File: src/rtl/wb_stage_pkg.sv
// -----------------------------------------------------------------------------
// wb_stage_pkg
// Shared definitions for the write-back stage:
//   - bus widths (MEM_TO_WB_WD, HILO_WD, WB_TO_RF_WD) and the stall vector width
//   - Stop / NoStop encodings of a stall bit
//   - packed structs giving the field layout of one mem_to_wb slot, of one
//     trace entry and of the wb_to_rf_bus
// Slot field offsets (LSB first): wdata[31:0], waddr[36:32], we[37],
// pc[69:38], lo[101:70], hi[133:102], lo_we[134], hi_we[135].
// -----------------------------------------------------------------------------
package wb_stage_pkg;

  localparam int MEM_TO_WB_WD = 136;
  localparam int HILO_WD      = 66;
  localparam int RF_PORT_WD   = 38;
  localparam int WB_TO_RF_WD  = HILO_WD + 2 * RF_PORT_WD;
  localparam int STALLBUS_WD  = 6;
  localparam int WB_STALL_BIT = 5;

  localparam logic Stop   = 1'b1;
  localparam logic NoStop = ~Stop;

  typedef struct packed {
    logic        hi_we;
    logic        lo_we;
    logic [31:0] hi;
    logic [31:0] lo;
  } hilo_t;

  // One mem_to_wb slot; the low bits form exactly a trace entry.
  typedef struct packed {
    hilo_t       hilo;
    logic [31:0] pc;
    logic        we;
    logic [4:0]  waddr;
    logic [31:0] wdata;
  } slot_t;

  typedef struct packed {
    logic [31:0] pc;
    logic        we;
    logic [4:0]  waddr;
    logic [31:0] wdata;
  } trace_t;

  typedef struct packed {
    hilo_t       hilo;
    logic        we1;
    logic [4:0]  waddr1;
    logic [31:0] wdata1;
    logic        we0;
    logic [4:0]  waddr0;
    logic [31:0] wdata0;
  } rf_bus_t;

  // Both slots write the same register: the older write must be suppressed.
  function automatic logic same_dest_conflict(input logic we_o, input logic [4:0] wa_o,
                                              input logic we_y, input logic [4:0] wa_y);
    return we_o & we_y & (wa_o == wa_y);
  endfunction

endpackage

File: src/rtl/wb_stage_trace_fifo.sv
// -----------------------------------------------------------------------------
// wb_stage_trace_fifo
// Small circular FIFO that serialises up to two retirements per cycle onto a
// single trace port.
//   i_push0/i_data0 : older entry, i_push1/i_data1 : younger entry; pushed
//                     entries are packed in order (older first)
//   o_rd_valid      : an entry is popped on this edge (count != 0)
//   o_rd_data       : the entry at the read pointer
//   o_count         : current occupancy
//   o_full          : occupancy has reached TRACE_DEPTH-1, a dual push could
//                     no longer be guaranteed to fit
// -----------------------------------------------------------------------------
module wb_stage_trace_fifo
  import wb_stage_pkg::*;
#(
  parameter int TRACE_DEPTH = 4
) (
  input  logic                         clk,
  input  logic                         rst,
  input  logic                         i_push0,
  input  trace_t                       i_data0,
  input  logic                         i_push1,
  input  trace_t                       i_data1,
  output logic                         o_rd_valid,
  output trace_t                       o_rd_data,
  output logic [$clog2(TRACE_DEPTH):0] o_count,
  output logic                         o_full
);

  localparam int PTR_WD = $clog2(TRACE_DEPTH);
  localparam int CNT_WD = PTR_WD + 1;

  trace_t            r_mem [TRACE_DEPTH];
  logic [PTR_WD-1:0] r_wr_ptr;
  logic [PTR_WD-1:0] r_rd_ptr;
  logic [CNT_WD-1:0] r_count;

  logic              w_first_vld;
  logic              w_second_vld;
  trace_t            w_first;
  logic [1:0]        w_npush;
  logic              w_pop;
  logic [PTR_WD-1:0] w_wr_ptr1;

  // A lone younger push still lands in the first free slot.
  assign w_first_vld  = i_push0 | i_push1;
  assign w_second_vld = i_push0 & i_push1;
  assign w_first      = i_push0 ? i_data0 : i_data1;
  assign w_npush      = {1'b0, i_push0} + {1'b0, i_push1};
  assign w_pop        = (r_count != CNT_WD'(0));
  assign w_wr_ptr1    = r_wr_ptr + PTR_WD'(1);

  assign o_rd_valid = w_pop;
  assign o_rd_data  = r_mem[r_rd_ptr];
  assign o_count    = r_count;
  assign o_full     = (r_count >= CNT_WD'(TRACE_DEPTH - 1));

  // Entry storage, written in program order.
  always_ff @(posedge clk) begin
    if (w_first_vld) begin
      r_mem[r_wr_ptr] <= w_first;
    end
    if (w_second_vld) begin
      r_mem[w_wr_ptr1] <= i_data1;
    end
  end

  // Pointer and occupancy bookkeeping; reset discards any queued entries.
  always_ff @(posedge clk or negedge rst) begin
    if (!rst) begin
      r_wr_ptr <= PTR_WD'(0);
      r_rd_ptr <= PTR_WD'(0);
      r_count  <= CNT_WD'(0);
    end else begin
      r_wr_ptr <= r_wr_ptr + PTR_WD'(w_npush);
      r_rd_ptr <= r_rd_ptr + PTR_WD'(w_pop);
      r_count  <= r_count + CNT_WD'(w_npush) - CNT_WD'(w_pop);
    end
  end

endmodule

File: src/rtl/wb_stage.sv
// -----------------------------------------------------------------------------
// wb_stage
// Write-back stage of the dual-issue pipeline.
//   clk, rst           : clock, asynchronous active-low reset
//   stall, flush       : stall vector (bit 5 belongs to this stage), flush
//   mem_to_wb_bus      : two slots from the memory stage, lower slot older
//   wb_to_rf_bus       : two register-file write ports plus merged HI/LO write
//   stallreq_wb        : trace FIFO cannot take another dual retirement
//   debug_wb_*         : single-port retirement trace, one entry per cycle
// -----------------------------------------------------------------------------
module wb_stage
  import wb_stage_pkg::*;
#(
  parameter int TRACE_DEPTH = 4,
  parameter int SLOT_WD     = MEM_TO_WB_WD
) (
  input  logic                   clk,
  input  logic                   rst,
  input  logic [STALLBUS_WD-1:0] stall,
  input  logic                   flush,
  input  logic [2*SLOT_WD-1:0]   mem_to_wb_bus,
  output logic [WB_TO_RF_WD-1:0] wb_to_rf_bus,
  output logic                   stallreq_wb,
  output logic [31:0]            debug_wb_pc,
  output logic [3:0]             debug_wb_rf_wen,
  output logic [4:0]             debug_wb_rf_wnum,
  output logic [31:0]            debug_wb_rf_wdata
);

  localparam int TRACE_WD = $bits(trace_t);

  logic [2*SLOT_WD-1:0]         r_bus;
  logic [31:0]                  r_dbg_pc;
  logic                         r_dbg_we;
  logic [4:0]                   r_dbg_wnum;
  logic [31:0]                  r_dbg_wdata;

  logic                         w_accept;
  slot_t                        w_old;
  slot_t                        w_yng;
  rf_bus_t                      w_rf;
  trace_t                       w_in_trace0;
  trace_t                       w_in_trace1;
  logic                         w_push0;
  logic                         w_push1;
  logic                         w_rd_valid;
  trace_t                       w_rd_data;
  logic [$clog2(TRACE_DEPTH):0] w_trace_count;
  logic                         w_unused_bits;

  assign w_accept = ~flush & (stall[WB_STALL_BIT] == NoStop);

  // Pipeline register: flush beats load, a stall holds the current bundle.
  always_ff @(posedge clk or negedge rst) begin
    if (!rst) begin
      r_bus <= {(2*SLOT_WD){1'b0}};
    end else if (flush) begin
      r_bus <= {(2*SLOT_WD){1'b0}};
    end else if (w_accept) begin
      r_bus <= mem_to_wb_bus;
    end else begin
      r_bus <= r_bus;
    end
  end

  assign w_old = slot_t'(r_bus[SLOT_WD-1:0]);
  assign w_yng = slot_t'(r_bus[2*SLOT_WD-1:SLOT_WD]);

  // Register-file ports and HI/LO merge; the younger slot wins every overlap.
  always_comb begin
    w_rf.wdata0 = w_old.wdata;
    w_rf.waddr0 = w_old.waddr;
    w_rf.wdata1 = w_yng.wdata;
    w_rf.waddr1 = w_yng.waddr;
    w_rf.we1    = w_yng.we;
    if (same_dest_conflict(w_old.we, w_old.waddr, w_yng.we, w_yng.waddr)) begin
      w_rf.we0 = 1'b0;
    end else begin
      w_rf.we0 = w_old.we;
    end
    w_rf.hilo.hi_we = w_old.hilo.hi_we | w_yng.hilo.hi_we;
    w_rf.hilo.lo_we = w_old.hilo.lo_we | w_yng.hilo.lo_we;
    if (w_yng.hilo.hi_we) begin
      w_rf.hilo.hi = w_yng.hilo.hi;
    end else begin
      w_rf.hilo.hi = w_old.hilo.hi;
    end
    if (w_yng.hilo.lo_we) begin
      w_rf.hilo.lo = w_yng.hilo.lo;
    end else begin
      w_rf.hilo.lo = w_old.hilo.lo;
    end
  end

  assign wb_to_rf_bus = w_rf;

  // Trace entries are taken straight from the incoming bus on the accepting edge.
  assign w_in_trace0 = trace_t'(mem_to_wb_bus[TRACE_WD-1:0]);
  assign w_in_trace1 = trace_t'(mem_to_wb_bus[SLOT_WD +: TRACE_WD]);
  assign w_push0     = w_accept & (w_in_trace0.pc != 32'd0);
  assign w_push1     = w_accept & (w_in_trace1.pc != 32'd0);

  wb_stage_trace_fifo #(
    .TRACE_DEPTH (TRACE_DEPTH)
  ) u_trace_fifo (
    .clk        (clk),
    .rst        (rst),
    .i_push0    (w_push0),
    .i_data0    (w_in_trace0),
    .i_push1    (w_push1),
    .i_data1    (w_in_trace1),
    .o_rd_valid (w_rd_valid),
    .o_rd_data  (w_rd_data),
    .o_count    (w_trace_count),
    .o_full     (stallreq_wb)
  );

  // Debug trace registers: show the popped entry, or an idle (all-zero) beat.
  always_ff @(posedge clk or negedge rst) begin
    if (!rst) begin
      r_dbg_pc    <= 32'd0;
      r_dbg_we    <= 1'b0;
      r_dbg_wnum  <= 5'd0;
      r_dbg_wdata <= 32'd0;
    end else if (w_rd_valid) begin
      r_dbg_pc    <= w_rd_data.pc;
      r_dbg_we    <= w_rd_data.we;
      r_dbg_wnum  <= w_rd_data.waddr;
      r_dbg_wdata <= w_rd_data.wdata;
    end else begin
      r_dbg_pc    <= 32'd0;
      r_dbg_we    <= 1'b0;
      r_dbg_wnum  <= 5'd0;
      r_dbg_wdata <= 32'd0;
    end
  end

  assign debug_wb_pc       = r_dbg_pc;
  assign debug_wb_rf_wen   = {4{r_dbg_we}};
  assign debug_wb_rf_wnum  = r_dbg_wnum;
  assign debug_wb_rf_wdata = r_dbg_wdata;

  // Fields this stage deliberately ignores.
  assign w_unused_bits = ^{stall[STALLBUS_WD-2:0], w_old.pc, w_yng.pc, w_trace_count};

endmodule

File: config.mk
export PLATFORM = sky130hd
export DESIGN_NAME = wb_stage
export DESIGN_NICKNAME = d
export VERILOG_FILES = /design/src/rtl/wb_stage_pkg.sv /design/src/rtl/wb_stage_trace_fifo.sv /design/src/rtl/wb_stage.sv
export SDC_FILE = /design/constraint.sdc
export NUM_CORES = 1
export LEC_CHECK = 0
export BUFFER_PORTS_ARGS = -buffer_cell sky130_fd_sc_hd__buf_2
export CAP_MARGIN = 20
export CORE_UTILIZATION = 50
export CTS_BUF_LIST = sky130_fd_sc_hd__clkbuf_4 sky130_fd_sc_hd__clkbuf_8
export CTS_CLUSTER_SIZE = 25
export DETAILED_ROUTE_END_ITERATION = 10
export PLACE_DENSITY = 0.82
export RECOVER_POWER = 25
export SLEW_MARGIN = 10
export SYNTH_ARGS = -nofsm -noshare
export SYNTH_HDL_FRONTEND = slang
export SYNTH_SLANG_ARGS = --single-unit
File: constraint.sdc
create_clock -name clk -period 8.4 [get_ports clk]
set_clock_uncertainty 0.2 [all_clocks]
set_input_delay 0.84 -clock clk [delete_from_list [all_inputs] [get_ports clk]]
set_output_delay 0.84 -clock clk [all_outputs]
set_load 0.03 [all_outputs]
=== Word-level counts from Yosys, hierarchy flattened ===
Memory sizes are Yosys's and may differ from the RTL's.
Index checks and enable logic that the tools add are counted.
W data, S select, Z words.

* Register bits after elaboration: 349
* Latch bits: 0
* Bits in writable memories: 280
* Memory bits (read-only): 0
* Input port bits: 281
* Output and inout port bits: 216
* Word-level logic and storage cells: 46
* Memories: 1

* Add/subtract/negate cells: 6
* $mul: 0
* Div/mod/pow operators: 0
* Order comparisons: 1
* Equality and inequality tests: 1
* Shifts and indexed selects: 0
* Muxes and demuxes: 14
* Bitwise gates (word level): 11
* Reduce and logical (&&, ||, !) cells: 4

{| class="wikitable"
|+ Memory list
! memory !! words !! width !! read ports !! clocked after Yosys merged registers in !! wr ports !! line !! text
|-
| u_trace_fifo.r_mem || 4 || 70 || 1 || 0 || 2 || wb_stage_trace_fifo.sv:33 || <nowiki>trace_t r_mem [TRACE_DEPTH];</nowiki>
|}

{| class="wikitable"
|+ Operator list
! cell !! number
|-
| $mux W272 || 2
|-
| $mux W32 || 4
|-
| $mux W70 || 1
|-
| $reduce_bool A32 Y1 || 2
|-
| $and A1 B1 Y1 || 6
|-
| $mux W1 || 6
|-
| $eq A5 B5 Y1 || 1
|-
| $mux W5 || 1
|-
| $add A3 B2 Y3 || 1
|-
| $ge A3 B2 Y1 const B || 1
|-
| $or A1 B1 Y1 || 3
|-
| $reduce_bool A3 Y1 || 1
|-
| $sub A3 B1 Y3 || 1
|-
| $add A1 B1 Y2 || 1
|-
| $add A2 B1 Y2 || 1
|-
| $add A2 B1 Y2 const B || 1
|-
| $add A2 B2 Y2 || 1
|-
| $not A1 Y1 || 2
|-
| $reduce_bool A2 Y1 || 1
|}

=== Logic depth before layout (Yosys ltp) ===
Gate-level depths: netlist of the first run.

* Depth in word-level cells: 6
* Depth in mapped cells: 11

=== Cells and area by module ===
From an unflattened synthesis of the first run, not the netlist that was laid out.

* Cells, all modules: 2065
* Area, all modules: 27128.5 µm²

{| class="wikitable"
|+ By module, submodules not included
! module !! times used !! cells each !! area each (µm²) !! sequential area each (µm²)
|-
| wb_stage_trace_fifo || 1 || 1064 || 15028.2 || 8583.2
|-
| wb_stage || 1 || 1001 || 12100.4 || 6956.7
|}

=== Least setup slack after synthesis of the first run ===
No wires, ideal clock.

* Path type: in2reg
* From: in flush
* To: mem u_trace_fifo.r_mem[1][0] in the netlist's numbering, enable pin
* Arrival time: 7074 ps
* Data required time: 7597 ps
* Path slack: 523 ps
* Stages on the path: 7
* Cell sequence: nor2_1 > o21ai_0 > inv_1 > ha_1 > clkbuf_1 > nor2_1 > a211oi_1

{| class="wikitable"
|+ RTL lines
! element !! line !! text
|-
| from (decl) || wb_stage.sv:20 || <nowiki>input logic flush,</nowiki>
|-
| to (decl) || wb_stage_trace_fifo.sv:33 ||
|}

==> results of run 1 <==
==> registers in the layout (all words and copies together), names as in the netlist <==
name                   flops
debug_wb_rf_wdata         32
u_trace_fifo.o_count       3
u_trace_fifo.r_rd_ptr      2
debug_wb_pc               32
r_bus                    208
u_trace_fifo.r_mem       280
u_trace_fifo.r_wr_ptr      2
debug_wb_rf_wnum           5
r_dbg_we                   1
==> synthesized netlist by cell type, types with 3 or more instances <==
library cell and count:
and2_1 70, xnor2_1 4, nor2_1 210, dfrtp_1 285, nand4_1 3, buf_1 17
buf_4 85, ha_1 7, mux2_2 344, inv_1 10, nor4_1 17, buf_6 8
mux4_2 70, xor2_1 6, mux2i_1 208, edfxtp_1 280, buf_2 32, clkbuf_1 45
==> metrics by stage <==
| stage | area, sq um | hold WS (ns) | setup slack [ns] | cells |
|---|---|---|---|---|
| after floorplan | 25940 | 0.2630 | 0.5234 | 1722 |
| after global placement | 28460 | 0.2802 | 3.364 | 2732 |
| after detailed placement | 28460 | 0.2902 | 3.371 | 2732 |
| after CTS | 30520 | 0.1125 | 4.144 | 2905 |
| after global routing | 30430 | 0.1609 | 1.931 | 2910 |
| final | 30430 | 0.1931 | 2.874 | 2911 |
==> final timing paths <==
check / from / end / slack [ns] / cells past startpoint
max: rst / u_trace_fifo.r_rd_ptr[1] / 2.87 / 3
min: mem_to_wb_bus[215] / r_bus[215] / 0.19 / 3
max reg2reg: u_trace_fifo.r_rd_ptr[0] / debug_wb_rf_wdata[28] / 4.49 / 3
min reg2reg: u_trace_fifo.o_count[2] / u_trace_fifo.o_count[2] / 0.30 / 1
max in group clk: stall[5] / r_bus[212] / 3.12 / 5
min in group asynchronous: rst / r_bus[115] / 2.28 / 2
==> what timing repair did <==
item                      in CTS  in global routing
hold buffers                   1                  0
hold endpoints to repair      80                  0
buffers inserted               0                  0
==> worst register-to-register path: stages, from the launching register on <==
cell	delay [ns]
dfrtp_1	1.79
buf_4	0.95
mux4_2	0.62
and2_1	0.22
==> power by group <==
group	total [mW]	switching, mW	leakage (nW)	internal, mW
clock network	2.60	1.12	1.10	1.47
registers	3.87	0.284	6.27	3.58
logic	2.39	1.46	5.94	0.934
==> cell families after synthesis <==
group | count (synthesis) | share of synthesized area (%)
buffers and inverters | 197 | 4.467
DFF | 565 | 59.91
xor gates and xnor gates | 10 | 0.3377
AOI/OAI and AO/OA | 12 | 0.4293
and+or+nand+nor | 308 | 5.398
adders and majority gates | 8 | 0.4148
muxes | 622 | 29.04
==> layer usage <==
layer	vias to the layer above	global-route usage, %	part of all wire (%)
li1	7100	-	-
met1	8281	30.86	40
met2	680	42.15	50
met3	113	5.915	7.3
met4	8	10.29	2.6
met5	-	0	0.088
==> layout make-up <==
type / instances / area, sq um
Inverter: 10 / 37.54
Sequential cell: 565 / 15540
Multi-Input combinational cell: 960 / 9333
Tap cell: 680 / 850.8
Fill cell: 3905 / 20870
Antenna cell: 6 / 15.01
Clock buffer: 152 / 1867
Timing Repair Buffer: 518 / 2600
Clock inverter: 20 / 181.4
==> key figures, run 1 <==
Synth
  • Synthesized flop and latch total: between 500 and 600
  • Area contributors post-synth: edfxtp_1 (32%), dfrtp_1 (27%), mux2_2 (15%)
  • Leading area contributor after synthesis: edfxtp_1
  • Syn nets: 2011
  • Ys Warns: 0
  • Syn Area/Cell: 15.06 sq um
  • Post-synth EDFFs: 280
  • Mapped Cells: approximately 1700
  • Commonest register cell after synthesis: dfrtp_1
  • Distinct cells, synth: 32
  • Sequential element share of the synthesized area: 59.91%
  • Cell area after synthesis: 25940 sq um
  • Asr flop ratio synth: 50.44%
  • Yosys top cell area share: 32.42%

Timing
  • Unrepaired setup endpoints after global routing: false
  • Minimum clock period: 5.526 ns
  • Final setup violation count: 0
  • Achievable clock frequency: 181.0 MHz
  • Final TNS setup: 0 ns
  • Fin crit share: 65.79%
  • Max Slew Vio Count: 346
  • Max_slew headroom: -222.0%
  • Transition time of the tightest slew-check pin: roughly 4.8 ns
  • Final hold vios: 0

Clocking
  • Clock buffer depth: 3
  • Worst-path clk slew: 0.07 ns
  • CTS tree: built
  • Worst-skew pair later-pin latency: 0.69 ns
  • Post-CTS Resized: 0
  • CTS Buf Count: 92
  • H-tree depth: 3
  • # clock sinks: 565
  • CTS root buffer: clkbuf_8

Route
  • Final antenna-violating net count: 0
  • 1st-iter DRT viols: 1112
  • Routed len/inst: 22.73 microns
  • Routed WL: 66180 microns
  • Via count: 16180
  • Pre-antenna DRT Iters: 8
  • Routed vias/inst: 5.559
  • DR DRC count: 2

Layout
  • Share of layout cells above drive strength 1: 47.37%
  • Final net count: 2436
  • Most frequent cells in the layout: buf_2 (431), mux2_2 (344), dfrtp_1 (284)
  • Area Overhead vs Synth: 17.31%
  • Commonest non-fill, non-tap cell in the layout: buf_2
  • Final core occ: 59.31%

Global routing
  • Global route overflow: 0
  • GRT Total Usage: 24.97%
  • Antenna violations before repair: 10
  • Largest net degree at the start of global routing: 143
  • Number of global-route vias before repair: 17340
  • Global-route wire length before repair: 100100 microns

Critical path
  • Slowest-stage cell, CP: clkbuf_1
  • CP max stage delay: 3.37 ns
  • CP delay by family, top: buffers and inverters
  • Worst Path Arrival: 5.92 ns
  • Critical path required time: 8.79 ns
  • Nature of the critical path startpoint: input port
  • Worst Path Buf+Inv: 3
  • CP endpoint kind: asynchronous set/reset pin
  • Setup CP Type: input port to asynchronous set/reset pin
  • Worst-path cell chain: dlygate4sd3_1 -> clkbuf_1 -> buf_4
  • Maximum fanout along the worst path: 82

Run
  • Max-Cap Viols: 5

Place
  • GPL Wtd Cong: approximately 0.88
  • Hpwl dp: 41960 microns
  • Port Buffers: 491

Die
  • Row Count: 83
  • Starting Density: 50.56%
  • Chip height: 229.8 microns
  • Placeable core region: 51300 sq um
  • Die area: 52790 sq um
  • Boundary Pins: 497
  • Die Width: around 230 microns

Run status
  • Failing checks: design-rule violations, max-capacitance violations, max-slew violations
  • Outcome: finished with violations

Power
  • Leak pwr: 13.31 nW
  • Max IR drop VDD: 0.0002338 V
  • PnR Total Power: 8.855 mW
  • P per Cell Area: a little under 300 nW/um^2

Hold path
  • Hold/Removal Path Class: input port to register
Power figures use the tool's default switching activity.
==> run 2: changes to the inputs <==
Settings changed: ABC_AREA set to 1.
Clock period 8.4 ns to 5.57 ns, I/O delays scaled along.
==> run 2 against run 1 <==
The run ends with max-capacitance violations, max-slew violations left; clock power rose by 62%; synthesized cell count grew 91%; die area is 4.7% higher; first-iteration DRC count is 150% higher; wire length up 37%; final cell count grew 59%; non-clock buffer count rose by 241.
==> key figures, run 2 <==
Critical path
  • CP endpoint kind: register
  • Worst r2r src: u_trace_fifo.r_rd_ptr[1]
  • Setup crit start: flush
  • Worst Path Arrival: 4.76 ns (-1.16 ns)
  • Maximum fanout along the worst path: 87 (+6.1%)
  • Setup CP Type: input port to register
  • R2R Path End: debug_wb_pc[27]
  • Worst Reg-to-Reg Cells: 4 (+1)
  • Critical path required time: 5.97 ns (-2.82 ns)
  • Setup crit end: r_bus[236]
  • R2R setup slack: 1.73 ns (-2.76 ns)
  • Nature of the critical path startpoint: input port

Place
  • Port Buffers: 491 (unchanged)
  • GPL Wtd Cong: 0.8842 (+0.91%)
  • Area after DPL: 29430 sq um (+3.4%)
  • Hpwl dp: 48160 microns (+15%)

Synth
  • Syn nets: 3572 (+78%)
  • Leading cell types by count after synthesis: nand2_1 (1247), nand3_1 (332), nor2_1 (306), dfrtp_1 (285), o21ai_0 (283)
  • Synthesized flop and latch total: 565 (unchanged)
  • Ys Warns: 0 (unchanged)
  • Commonest register cell after synthesis: dfrtp_1
  • Area contributors post-synth: edfxtp_1 (31%), dfrtp_1 (26%), nand2_1 (17%)
  • Distinct cells, synth: 29 (-9.4%)
  • Mapped Cells: 3283 (+91%)
  • Count leader, synth: nand2_1
  • Post-synth EDFFs: 280 (unchanged)
  • Sequential element share of the synthesized area: 57.19% (-2.7 points)
  • Syn Area/Cell: 8.277 sq um (-45%)
  • Leading area contributor after synthesis: edfxtp_1
  • Asr flop ratio synth: 50.44% (unchanged)
  • Cell area after synthesis: 27170 sq um (+4.8%)
  • Yosys top cell area share: 30.94% (-1.5 points)

Timing
  • Final setup violation count: 0 (unchanged)
  • Unrepaired setup endpoints after global routing: false
  • Transition time of the tightest slew-check pin: 3.053 ns (-1.777 ns)
  • Fin crit share: 78.26%
  • Minimum clock period: between 4 and 5 ns
  • Final hold vios: 0 (unchanged)
  • Achievable clock frequency: roughly 230 MHz
  • Max Slew Vio Count: 169 (-51%)
  • Final TNS setup: 0 ns (unchanged)
  • Max_slew headroom: -103.6% (+120 points)

Global routing
  • Antenna violations before repair: 8 (-2)
  • Largest net degree at the start of global routing: 129 (-9.8%)
  • Global-route wire length before repair: 138400 microns (+38%)
  • GRT Total Usage: 32.26% (+7.3 points)
  • Number of global-route vias before repair: 25660 (+48%)
  • Global route overflow: 0 (unchanged)

Clocking
  • Worst-path clk slew: 0.06 ns (about the same)
  • CTS tree: built
  • # clock sinks: 565 (unchanged)
  • Clock buffer depth: 3 (unchanged)
  • Post-CTS Resized: 0 (unchanged)
  • H-tree depth: 3 (unchanged)
  • CTS Buf Count: 95 (+3.3%)
  • Post-CTS setup repair buffer count: 0 (unchanged)
  • CTS root buffer: clkbuf_8
  • Worst-skew pair later-pin latency: 0.70 ns (about the same)

Hold path
  • Hold path start: mem_to_wb_bus[191]
  • Hold Path Cell Cnt: 3 (unchanged)
  • Hold/Removal Path Class: input port to register

Die
  • Die area: 55280 sq um (+4.7%)
  • Row Count: 85 (+2.4%)
  • Placeable core region: 53710 sq um (+4.7%)
  • Die Width: 235.1 microns (+2.3%)
  • Chip height: 235.1 microns (+2.3%)
  • Boundary Pins: 497 (unchanged)
  • Starting Density: 50.60% (about the same)

Route
  • Via count: 25750 (+59%)
  • Routed len/inst: 19.51 microns (-14%)
  • Routed vias/inst: 5.550 (-0.16%)
  • Routed WL: 90490 microns (+37%)
  • DR DRC count: 0 (-2)
  • Final antenna-violating net count: 0 (unchanged)
  • Pre-antenna DRT Iters: 6 (-2)
  • 1st-iter DRT viols: 2741 (+150%)

Layout
  • Final Instance Area: 33880 sq um (+11%)
  • Area Overhead vs Synth: 24.67%
  • Largest Register: u_trace_fifo.r_mem
  • Final net count: 4144 (+70%)
  • Top Registers: u_trace_fifo.r_mem: 280 flops, r_bus: 208 flops
  • Commonest non-fill, non-tap cell in the layout: nand2_1
  • Max reg flops: 280 (unchanged)
  • Share of layout cells above drive strength 1: 16.87% (-31 points)
  • Most frequent cells in the layout: nand2_1 (1245), buf_2 (434), nand3_1 (332)
  • Fillers: 4159 (+6.5%)

Power
  • P per Cell Area: 409.0 nW/um^2 (+41%)
  • Leak pwr: 16.27 nW (+22%)
  • Max IR drop VDD: 0.0003196 V (+37%)

Run status
  • Failing checks: max-capacitance violations, max-slew violations
  • Outcome: finished with violations

Run
  • Max-Cap Viols: 3 (-2)
[run 2: cell types whose count changed after synthesis, sizes merged, moves of 98 or more]
cell   previous run  this run
mux2            344         0
nand2             2      1247
nor2            210       308
o21ai             1       284
inv              10       160
nand3             2       332
mux2i           208         0
[run 2: through the flow]
stage	instances	utilization [%]	hold slack [ns]	power (mW)	worst slack, ns
after floorplan	3283	-	0.06141	8.239	-1.954
after global placement	4221	54.80	0.2880	9.432	1.079
after detailed placement	4221	54.80	0.2897	9.525	1.025
after CTS	4633	63.22	0.003923	13.88	1.762
after global routing	4639	63.08	0.02190	14.48	1.042
final	4639	63.08	0.06707	13.85	1.211
[run 2: routing by layer]
layer,global-route usage [%],up-vias,routed length (microns)
met1,39.08,11900,33170
met2,53.10,1751,43170
met3,6.367,416,8893
met5,0,-,25
met4,20.26,4,5226
li1,-,11680,-
[run 2: what timing repair did]
item                                    in CTS  in global routing
hold buffers                               233                  0
hold endpoints to repair                   476                  0
endpoints found under the setup margin       0                  0
[run 2: cell families after synthesis]
logic type | count (synthesis) | synth area share (%)
flops | 565 | 57.19
xor+xnor | 4 | 0.1289
buf+inv | 444 | 7.584
fa+ha+maj | 8 | 0.3960
simple gates | 1900 | 27.94
compound gates | 362 | 6.759
[run 2: area by class of cell]
type | count | area, sq um | share of cell area, %
Antenna cell | 6 | 15.01 | 0.04432
Inverter | 160 | 605.6 | 1.788
Clock inverter | 39 | 464.2 | 1.370
Multi-Input combinational cell | 2274 | 9653 | 28.49
Sequential cell | 565 | 15550 | 45.89
Tap cell | 696 | 870.8 | 2.571
Clock buffer | 140 | 1727 | 5.097
Timing Repair Buffer | 759 | 4995 | 14.74
[run 2: worst min path at each step]
stage	to	slack, ns
2_1_floorplan	debug_wb_pc[0]	0.06
3_3_place_gp	r_bus[138]	0.29
3_5_place_dp	r_bus[146]	0.29
4_1_cts	r_bus[29]	0.004
5_1_grt	u_trace_fifo.r_mem[1][47]	0.02
6_report	u_trace_fifo.r_mem[1][55]	0.07
[run 2: critical path, stage by stage]
cell      delay [ns]
clkbuf_1        0.12
nor2_1          0.58
clkbuf_1        1.50
clkbuf_2        1.48
nand2_1         0.27
nand2_1         0.16
[run 2: report_power, final]
part,switching (mW),internal [mW],total [mW]
Sequential,0.390,5.28,5.67
Combinational,2.87,1.09,3.96
Clock,1.79,2.43,4.22
